[src/rtl/mc97_ctrl_pkg.sv]
// Shared types and constants for the MC97 codec controller: FSM states and the
// codec init table contents.
package mc97_ctrl_pkg;

   typedef enum logic [2:0] {
      OFF,
      WAIT_RDY,
      INIT,
      IDLE,
      HOST,
      DRAIN,
      FAULT
   } state_e;

   localparam int unsigned INIT_LEN = 4;
   localparam int unsigned IDX_W    = $clog2(INIT_LEN);

   localparam logic [5:0]  INIT0_ADDR = 6'h00;
   localparam logic [15:0] INIT0_DATA = 16'h0000;
   localparam logic [5:0]  INIT1_ADDR = 6'h1F;
   localparam logic [15:0] INIT1_DATA = 16'h0000;
   localparam logic [5:0]  INIT2_ADDR = 6'h20;
   localparam logic [15:0] INIT2_DATA = 16'h1F40;
   localparam logic [5:0]  INIT3_ADDR = 6'h23;
   localparam logic [15:0] INIT3_DATA = 16'h0000;

endpackage

[src/rtl/mc97_ctrl_init_rom.sv]
// Combinational codec init table: entry index -> register address and write data.
module mc97_ctrl_init_rom
   import mc97_ctrl_pkg::*;
(
   input  logic [IDX_W-1:0] idx_i,
   output logic [5:0]       addr_o,
   output logic [15:0]      data_o
);

   always_comb begin
      addr_o = '0;
      data_o = '0;
      case (idx_i)
         2'd0: begin addr_o = INIT0_ADDR; data_o = INIT0_DATA; end
         2'd1: begin addr_o = INIT1_ADDR; data_o = INIT1_DATA; end
         2'd2: begin addr_o = INIT2_ADDR; data_o = INIT2_DATA; end
         2'd3: begin addr_o = INIT3_ADDR; data_o = INIT3_DATA; end
      endcase
   end

endmodule

[src/rtl/mc97_ctrl.sv]
// MC97 controller: codec bring-up, init table sequencing, host register access and watchdog.
// Defining MC97_CTRL_RETRY_EN adds automatic re-issue of host reads that return reg_rerr.
module mc97_ctrl
   import mc97_ctrl_pkg::*;
#(
   parameter int unsigned TIMEOUT_W = 20,
   parameter int unsigned RETRY_MAX = 3
) (
   input  logic        clk,
   input  logic        rst,
   input  logic        enable,
   input  logic [5:0]  h_addr,
   input  logic [15:0] h_wdata,
   input  logic        h_we,
   input  logic        h_valid,
   output logic [15:0] h_rdata,
   output logic        h_err,
   output logic        h_ack,
   output logic [5:0]  reg_addr,
   output logic [15:0] reg_wdata,
   output logic        reg_we,
   output logic        reg_valid,
   input  logic [15:0] reg_rdata,
   input  logic        reg_rerr,
   input  logic        reg_ack,
   input  logic        stat_codec_ready,
   output logic        cfg_run,
   output logic        stat_ready,
   output logic        stat_fault
);

   state_e               state_q;
   logic [TIMEOUT_W-1:0] wd_q;
   logic [IDX_W-1:0]     idx_q;
   logic                 host_q;
   logic                 cfg_run_q, reg_valid_q, reg_we_q, h_ack_q, h_err_q;
   logic                 stat_ready_q, stat_fault_q;
   logic [5:0]           reg_addr_q;
   logic [15:0]          reg_wdata_q, h_rdata_q;
   logic [5:0]           rom_addr;
   logic [15:0]          rom_data;
   logic                 ack_ok, wd_exp, host_new, retry_go;

   // An ack with nothing outstanding (e.g. left over from before a reset) is ignored.
   assign ack_ok   = reg_ack & reg_valid_q;
   assign wd_exp   = (wd_q == '1);
   assign host_new = h_valid & ~h_ack_q;

   mc97_ctrl_init_rom u_rom (
      .idx_i  (idx_q),
      .addr_o (rom_addr),
      .data_o (rom_data)
   );

`ifdef MC97_CTRL_RETRY_EN
   localparam int unsigned RETRY_W = (RETRY_MAX > 0) ? $clog2(RETRY_MAX + 1) : 1;
   logic [RETRY_W-1:0] retry_q;

   assign retry_go = (state_q == HOST) & ack_ok & ~reg_we_q & reg_rerr &
                     (retry_q < RETRY_W'(RETRY_MAX));

   always_ff @(posedge clk) begin
      if (rst) begin
         retry_q <= '0;
      end else if ((state_q == IDLE) && enable && host_new) begin
         retry_q <= '0;
      end else if (retry_go) begin
         retry_q <= retry_q + 1'b1;
      end
   end
`else
   logic unused_retry_max;
   assign unused_retry_max = (RETRY_MAX != 0);
   assign retry_go         = 1'b0;
`endif

   always_ff @(posedge clk) begin
      if (rst) begin
         state_q      <= OFF;
         wd_q         <= '0;
         idx_q        <= '0;
         host_q       <= 1'b0;
         cfg_run_q    <= 1'b0;
         reg_valid_q  <= 1'b0;
         reg_we_q     <= 1'b0;
         reg_addr_q   <= '0;
         reg_wdata_q  <= '0;
         h_ack_q      <= 1'b0;
         h_err_q      <= 1'b0;
         h_rdata_q    <= '0;
         stat_ready_q <= 1'b0;
         stat_fault_q <= 1'b0;
      end else begin
         h_ack_q <= 1'b0;
         wd_q    <= reg_ack ? '0 : wd_q + 1'b1;
         case (state_q)
            OFF: begin
               if (host_new) begin
                  h_ack_q <= 1'b1;
                  h_err_q <= 1'b1;
               end
               if (enable) begin
                  state_q   <= WAIT_RDY;
                  cfg_run_q <= 1'b1;
                  wd_q      <= '0;
               end
            end
            WAIT_RDY: begin
               if (!enable) begin
                  state_q   <= OFF;
                  cfg_run_q <= 1'b0;
                  wd_q      <= '0;
               end else if (stat_codec_ready) begin
                  state_q <= INIT;
                  idx_q   <= '0;
                  wd_q    <= '0;
               end else if (wd_exp) begin
                  state_q      <= FAULT;
                  stat_fault_q <= 1'b1;
                  wd_q         <= '0;
               end
            end
            INIT: begin
               if (!reg_valid_q) begin
                  if (!enable) begin
                     state_q   <= OFF;
                     cfg_run_q <= 1'b0;
                     wd_q      <= '0;
                  end else begin
                     reg_valid_q <= 1'b1;
                     reg_we_q    <= 1'b1;
                     reg_addr_q  <= rom_addr;
                     reg_wdata_q <= rom_data;
                     host_q      <= 1'b0;
                  end
               end else if (ack_ok) begin
                  reg_valid_q <= 1'b0;
                  if (!enable) begin
                     state_q   <= OFF;
                     cfg_run_q <= 1'b0;
                  end else if (idx_q == IDX_W'(INIT_LEN - 1)) begin
                     state_q      <= IDLE;
                     stat_ready_q <= 1'b1;
                  end else begin
                     idx_q <= idx_q + 1'b1;
                  end
               end else if (wd_exp) begin
                  reg_valid_q  <= 1'b0;
                  state_q      <= FAULT;
                  stat_fault_q <= 1'b1;
                  wd_q         <= '0;
               end else if (!enable) begin
                  state_q <= DRAIN;
                  wd_q    <= '0;
               end
            end
            IDLE: begin
               if (!enable) begin
                  state_q      <= OFF;
                  cfg_run_q    <= 1'b0;
                  stat_ready_q <= 1'b0;
                  wd_q         <= '0;
               end else if (host_new) begin
                  reg_addr_q   <= h_addr;
                  reg_wdata_q  <= h_wdata;
                  reg_we_q     <= h_we;
                  reg_valid_q  <= 1'b1;
                  host_q       <= 1'b1;
                  state_q      <= HOST;
                  stat_ready_q <= 1'b0;
                  wd_q         <= '0;
               end
            end
            HOST: begin
               if (ack_ok) begin
                  reg_valid_q <= 1'b0;
                  h_rdata_q   <= reg_rdata;
                  if (!retry_go) begin
                     h_ack_q <= 1'b1;
                     h_err_q <= ~reg_we_q & reg_rerr;
                     if (enable) begin
                        state_q      <= IDLE;
                        stat_ready_q <= 1'b1;
                     end else begin
                        state_q   <= OFF;
                        cfg_run_q <= 1'b0;
                     end
                  end
               end else if (!reg_valid_q) begin
                  // Gap cycle between a retried read's ack and its re-issue.
                  if (!enable) begin
                     state_q   <= OFF;
                     cfg_run_q <= 1'b0;
                     wd_q      <= '0;
                  end else begin
                     reg_valid_q <= 1'b1;
                  end
               end else if (wd_exp) begin
                  reg_valid_q <= 1'b0;
                  h_ack_q     <= 1'b1;
                  h_err_q     <= 1'b1;
                  wd_q        <= '0;
                  if (enable) begin
                     state_q      <= IDLE;
                     stat_ready_q <= 1'b1;
                  end else begin
                     state_q   <= OFF;
                     cfg_run_q <= 1'b0;
                  end
               end else if (!enable) begin
                  state_q <= DRAIN;
                  wd_q    <= '0;
               end
            end
            DRAIN: begin
               if (ack_ok || wd_exp) begin
                  reg_valid_q <= 1'b0;
                  state_q     <= OFF;
                  cfg_run_q   <= 1'b0;
                  wd_q        <= '0;
                  if (host_q) begin
                     h_ack_q   <= 1'b1;
                     h_err_q   <= ack_ok ? (~reg_we_q & reg_rerr) : 1'b1;
                     h_rdata_q <= ack_ok ? reg_rdata : h_rdata_q;
                  end
               end
            end
            FAULT: begin
               if (host_new) begin
                  h_ack_q <= 1'b1;
                  h_err_q <= 1'b1;
               end
               if (!enable) begin
                  state_q      <= OFF;
                  cfg_run_q    <= 1'b0;
                  stat_fault_q <= 1'b0;
                  wd_q         <= '0;
               end
            end
            default: state_q <= OFF;
         endcase
      end
   end

   assign h_rdata    = h_rdata_q;
   assign h_err      = h_err_q;
   assign h_ack      = h_ack_q;
   assign reg_addr   = reg_addr_q;
   assign reg_wdata  = reg_wdata_q;
   assign reg_we     = reg_we_q;
   assign reg_valid  = reg_valid_q;
   assign cfg_run    = cfg_run_q;
   assign stat_ready = stat_ready_q;
   assign stat_fault = stat_fault_q;

endmodule

[config.mk]
export PLATFORM = sky130hd
export DESIGN_NAME = mc97_ctrl
export DESIGN_NICKNAME = d
export VERILOG_FILES = /design/src/rtl/mc97_ctrl_pkg.sv /design/src/rtl/mc97_ctrl_init_rom.sv /design/src/rtl/mc97_ctrl.sv
export SDC_FILE = /design/constraint.sdc
export NUM_CORES = 1
export LEC_CHECK = 0
export ABC_CLOCK_PERIOD_IN_PS = 2890
export CAP_MARGIN = 20
export CELL_PAD_IN_SITES_DETAIL_PLACEMENT = 1
export CELL_PAD_IN_SITES_GLOBAL_PLACEMENT = 1
export CORE_MARGIN = 4
export CORE_UTILIZATION = 36
export CTS_BUF_LIST = sky130_fd_sc_hd__clkbuf_8 sky130_fd_sc_hd__clkbuf_16
export CTS_CLUSTER_SIZE = 40
export DETAILED_ROUTE_END_ITERATION = 16
export GPL_TIMING_DRIVEN = 0
export PLACE_DENSITY_LB_ADDON = 0.1
export SLEW_MARGIN = 30
export SYNTH_ARGS = -nofsm -noshare
export SYNTH_HDL_FRONTEND = slang
export SYNTH_HIERARCHICAL = 1
export SYNTH_SLANG_ARGS = --single-unit
[constraint.sdc]
create_clock -name clk -period 2.89 [get_ports clk]
set_input_delay 0.578 -clock clk [delete_from_list [all_inputs] [get_ports clk]]
set_output_delay 0.578 -clock clk [all_outputs]
set_load 0.03 [all_outputs]
# == Yosys cells after proc, flatten, opt, wreduce, memory -nomap -nowiden ==
# Cells that the tools add are included.
# word_totals
inputBits,46
wordCells,192
output_inout_bits,45
register_bits,71
# op_classes
n_reduce_logical,23
n_addsub,2
n_eq_ne,34
muxes,114
bitwise,5
# op_table
cell,count
two-way mux 20 bit,14
case mux 20 bit (7 select lines),1
two-way mux 16 bit,7
case mux 16 bit (2 select lines),3
two-way mux 3 bit,17
two-way mux 1 bit,49
inequality test 2 bit (second input constant),16
two-way mux 6 bit,4
case mux 6 bit (4 select lines),1
case mux 3 bit (7 select lines),1
adder 20 x 1 -> 20 bit (second input constant),1
equality test 20 bit (second input constant),1
AND reduction 5 bit,3
two-way mux 2 bit,7
inequality test 3 bit (second input constant),4
case mux 1 bit (3 select lines),4
case mux 6 bit (2 select lines),1
AND reduction 6 bit,2
equality test 3 bit (second input constant),3
nonzero test 3 bit,3
inequality test 4 bit (second input constant),2
AND reduction 8 bit,1
AND reduction 7 bit,1
equality test 3 x 2 -> 1 bit (second input constant),2
other kinds (22),30

# == Logic depth before layout (Yosys ltp) ==
# depth
word_depth,7
mapped_depth,8
depth_no_buf,6

# == Hierarchy ==
# Netlist, hierarchy kept.
# modules_own_cells
mod,n_inst,seq_area_each_um2,area_per_inst_um2,cells_each
mc97_ctrl,1,1421.4,3643.5,453
mc97_ctrl_init_rom,1,0.0,161.4,23

# == Least setup slack after synthesis ==
# No wires, ideal clock.
# synth_timing
kind,register to register
start,register wd_q[0]
end,register wd_q[0]
n_path_buf,2
stages_incl_launch_ff,9
arrival_time_ps,1922
period_less_slack_ps,2069
slack_ps,821
setup_ps,148
required_ps,2742
cell_sequence,dfxtp_1 > ha_1 > nand4_2 > or4_4 > buf_6 > or2_4 > o21ai_2 > buf_2 > a2111oi_0
# synth_via
elab_chain_cells,7
word_cells_on_any_way,18
cone_classes,add/sub: 1; eq/ne: 1; mux: 15; reduce/logical: 1
# synth_rtl
item,line,text
start: declaration,mc97_ctrl.sv:33,logic [TIMEOUT_W-1:0] wd_q;
start signal: assignment,mc97_ctrl.sv:95,wd_q <= reg_ack ? '0 : wd_q + 1'b1;
adder 20 x 1 -> 20 bit,mc97_ctrl.sv:95,
two-way mux 20 bit,mc97_ctrl.sv:95,
two-way mux 20 bit,n/a,
two-way mux 20 bit,mc97_ctrl.sv:198,end else if (wd_exp) begin
two-way mux 20 bit (on tied branches),"mc97_ctrl.sv:189, mc97_ctrl.sv:136",
two-way mux 20 bit (on tied branches),"mc97_ctrl.sv:175, mc97_ctrl.sv:124",
case mux 20 bit (7 select lines) *,mc97_ctrl.sv:96,case (state_q)
# Mark *: on every way between the ends. The rest lies on a longest branch, timed or not.
# A chain may end at the register's enable or synchronous reset.

# == Worst setup path in the final report ==
# layout_timing
start,input port h_valid
end,register reg_wdata_q[5] (netlist: reg_wdata[5])
# layout_via
elab_chain_cells,3
# layout_rtl
item,line,text
start: declaration,mc97_ctrl.sv:15,"input logic h_valid,"
AND 1 bit,mc97_ctrl.sv:47,assign host_new = h_valid & ~h_ack_q;
inequality test 2 bit (no line),n/a,
AND reduction 5 bit (no line),n/a,
end signal: assignment,mc97_ctrl.sv:133,reg_wdata_q <= rom_data;
end signal: assignment,mc97_ctrl.sv:165,reg_wdata_q <= h_wdata;
end: declaration,mc97_ctrl.sv:39,"logic [15:0] reg_wdata_q, h_rdata_q;"
# Every way passes these cells.

==> reports/qor.csv <==
stage,metric,value,unit
worst_setup_path,crit path DAT,2.89,ns
floorplanning,Starting Density,36.9,%
cts,CTS root buf,clkbuf_8,
global_routing,met3 GRT Util,3.82,%
synth,Synth top area share,37.4,%
worst_setup_path,slowest cell delay on critical path,0.47,ns
worst_setup_path,Worst Setup End Kind,flip-flop,
final_layout,"non-filler cells, final",725,
synth,Syn Std Cell Area,3800,sq um
synth,synthesized instance count,476,
final_layout,ant diodes,0,
timing,"Worst Setup Slack, final",0.244,ns
cts,Num CTS Buffers,9,
timing,Max Freq,378,MHz
status,outcome,finished clean,
global_routing,GRT met1 Usage,26.0,%
worst_setup_path,slowest CP cell,clkdlybuf4s50_1,
routing,drc violations,0,
floorplanning,Die ar.,12300,sq um
worst_setup_path,WS Path Type,in -> reg,
timing,Tcrit/Tclk final,91.6,%
placement,Place WS,-0.257,ns
routing,Final ANT Viol Nets,0,
worst_setup_path,"critical path, cell by cell","clkdlybuf4s50_1, nor2b_1, a21oi_1, nor3_1, clkbuf_1, clkbuf_2, nor2_1, a311oi_1",
global_routing,initial antenna violation count,0,
timing,max-slew violation count,0,
worst_setup_path,Worst setup SP type,input port,
timing,crit path time final,2.65,ns
timing,Slew @ Worst Pin,0.699,ns
routing,initial drt markers,200,
global_routing,GRT met2 Usage,34.1,%
worst_setup_path,required time of the critical path,3.14,ns
timing,Final Skew,0.0163,ns
placement,IO Port Bufs,90,
timing,# setup viols final,0,
cts,CTS tree,built,
routing,DR vias/cell,5.32,
floorplanning,row cnt,37,
run,MaxCap Viol Count,0,
synth,"FF+latch count, synth",71,
final_layout,area grow syn2layout,33.3,%
global_routing,grt ovf,0,
cts,"Reg clk slew, reported paths",0.07,ns
power,Max VDD drop,0.277,mV
synth,number of synthesized flops with an enable pin,0,
floorplanning,width of the die,111,um
global_routing,"Most Used Layer, Global Route",met2,
cts,clock tree buffer depth,2,
floorplanning,Core Box Area,10300,sq um
global_routing,first-pass GRT wire length,20300,um
timing,hold_ws,0.495,ns
final_layout,Final #Nets,634,
timing,"Hold Vio Cnt, Final",0,
synth,synthesized area per cell,7.99,sq um
power,Power Density,524,nW/um^2
routing,TritonRoute pass-1 iters,4,
synth,"count leader, synth",dfxtp_1,
synth,Synth Flop Type,dfxtp_1,
floorplanning,Die Ht,111,um
routing,via count,3856,
synth,post-synthesis sequential area ratio,37.4,%
global_routing,largest net degree at the start of global routing,12,
cts,CTS sink cnt,71,
final_layout,share of cells above drive strength 1,9.51,%
cts,clk_lat worst skew,0.35,ns
cts,hold buffer count at cts,0,
worst_setup_path,maximum fanout along the worst path,10,
routing,wire per inst,17.0,um
global_routing,Total GRT Usage,20.0,%
synth,Synth area leaders,"dfxtp_1 (37%), nand2_1 (6.6%), nor2_1 (6.4%)",
synth,synth cell count leaders,"dfxtp_1 (71), nand2_1 (67), nor2_1 (65)",
placement,Detailed Place HPWL,9050,um
cts,htree depth,3,
global_routing,vias in the first global route,3965,
power,Tot Pwr,2.66,mW
placement,RePlAce Congestion,0.945,
timing,RSZ-0062 raised after global routing,no,
synth,ys async rst share,0,%
synth,Syn. warnings,6,
power,Leakage,1.68,nW
timing,Slew headroom,53.4,%
final_layout,post-route cell area,5070,sq um
placement,Placement Cell Area,4910,sq um
synth,Synth area leader,dfxtp_1,
placement,placed cells,711,
synth,post-synthesis cell type count,57,
routing,Detailed Route WL,12300,um
floorplanning,# IOs,91,
worst_hold_path,worst min path class,reg -> reg,
## layer usage
metal / wire [um] / vias to the layer above
met5: 0 / -
met1: 5530 / 1861
met3: 675 / 17
met2: 5910 / 103
li1: - / 1875
met4: 200 / 0
## state kept, by name, summed over array words and instances, names as in the netlist, 2 cells and up
name	flops
h_rdata	16
idx_q	2
reg_addr	6
reg_wdata	16
state_q	3
wd_q	20
## layout by cell type, fill, tap and decap left out, drive strengths merged, types with 3 or more instances in the layout
cell type	synthesis	layout
nor2b	10	10
nand4	5	5
o31ai	3	3
conb	1	10
xnor2	16	16
mux2i	17	17
buf	32	32
clkbuf	25	35
a311oi	25	25
nand2b	10	10
nor2	65	65
o32ai	3	3
nand2	67	67
nand3	13	13
a2111oi	14	14
nor3	10	10
clkdlybuf4s50	0	90
inv	10	10
a32oi	3	3
a21oi	25	25
o21bai	3	3
dfxtp	71	71
o21ai	11	11
clkinv	0	4
## where the power goes
group	switching (mW)	total (mW)	leakage [nW]	internal [mW]
Clock	0.387	0.710	0.0877	0.323
Combinational	0.549	0.870	1.02	0.322
Sequential	0.0467	1.08	0.573	1.03
Total	0.982	2.66	1.68	1.68
## layout make-up
cell class | instances | area, sq um
fillers | 1255 | 5250
multi-input cells | 347 | 2080
flip-flops and latches | 71 | 1420
repair buffers | 90 | 901
plain buffers | 57 | 303
well taps | 136 | 170
clock buffers | 10 | 138
inverters | 10 | 37.5
clock inverters | 4 | 23.8
## metrics by stage
stage	util (%)	setup TNS, ns
after floorplan	-	0
after global placement	47.6	-1.68
after detailed placement	47.6	-2.36
after CTS	49.1	0
after global routing	49.1	0
final	49.1	0
## timing repair
action                                  CTS  global route
gates resized for setup                   0             2
setup buffers                             0             0
endpoints found under the setup margin    0            10
## path summary, 6_finish.rpt
check / from / endpoint / slack, ns / cells after the start
min: h_rdata[4]$_SDFFE_PP0P_ / h_rdata[4]$_SDFFE_PP0P_ / 0.50 / 2
min reg2reg: h_rdata[4]$_SDFFE_PP0P_ / h_rdata[4]$_SDFFE_PP0P_ / 0.50 / 2
max: h_valid / reg_wdata[5]$_SDFFE_PP0P_ / 0.24 / 8
max reg2reg: wd_q[0]$_SDFF_PP0_ / wd_q[0]$_SDFF_PP0_ / 0.55 / 8
## critical path, delay by kind of cell
family	cells	cell delay, ns
buffers and inverters	3	1.21
and+or+nand+nor	3	0.70
AOI/OAI and AO/OA	2	0.39
## cell families after synthesis
family,count (synthesis),share of synthesized area (%)
simple gates,194,23.3
compound gates,105,20.7
flops,71,37.4
buf+inv,67,8.91
xor+xnor,18,4.14
mux,18,4.77
fa+ha+maj,2,0.658
other cells,1,0.0986
Note: power is estimated with default switching activity, not from simulation.
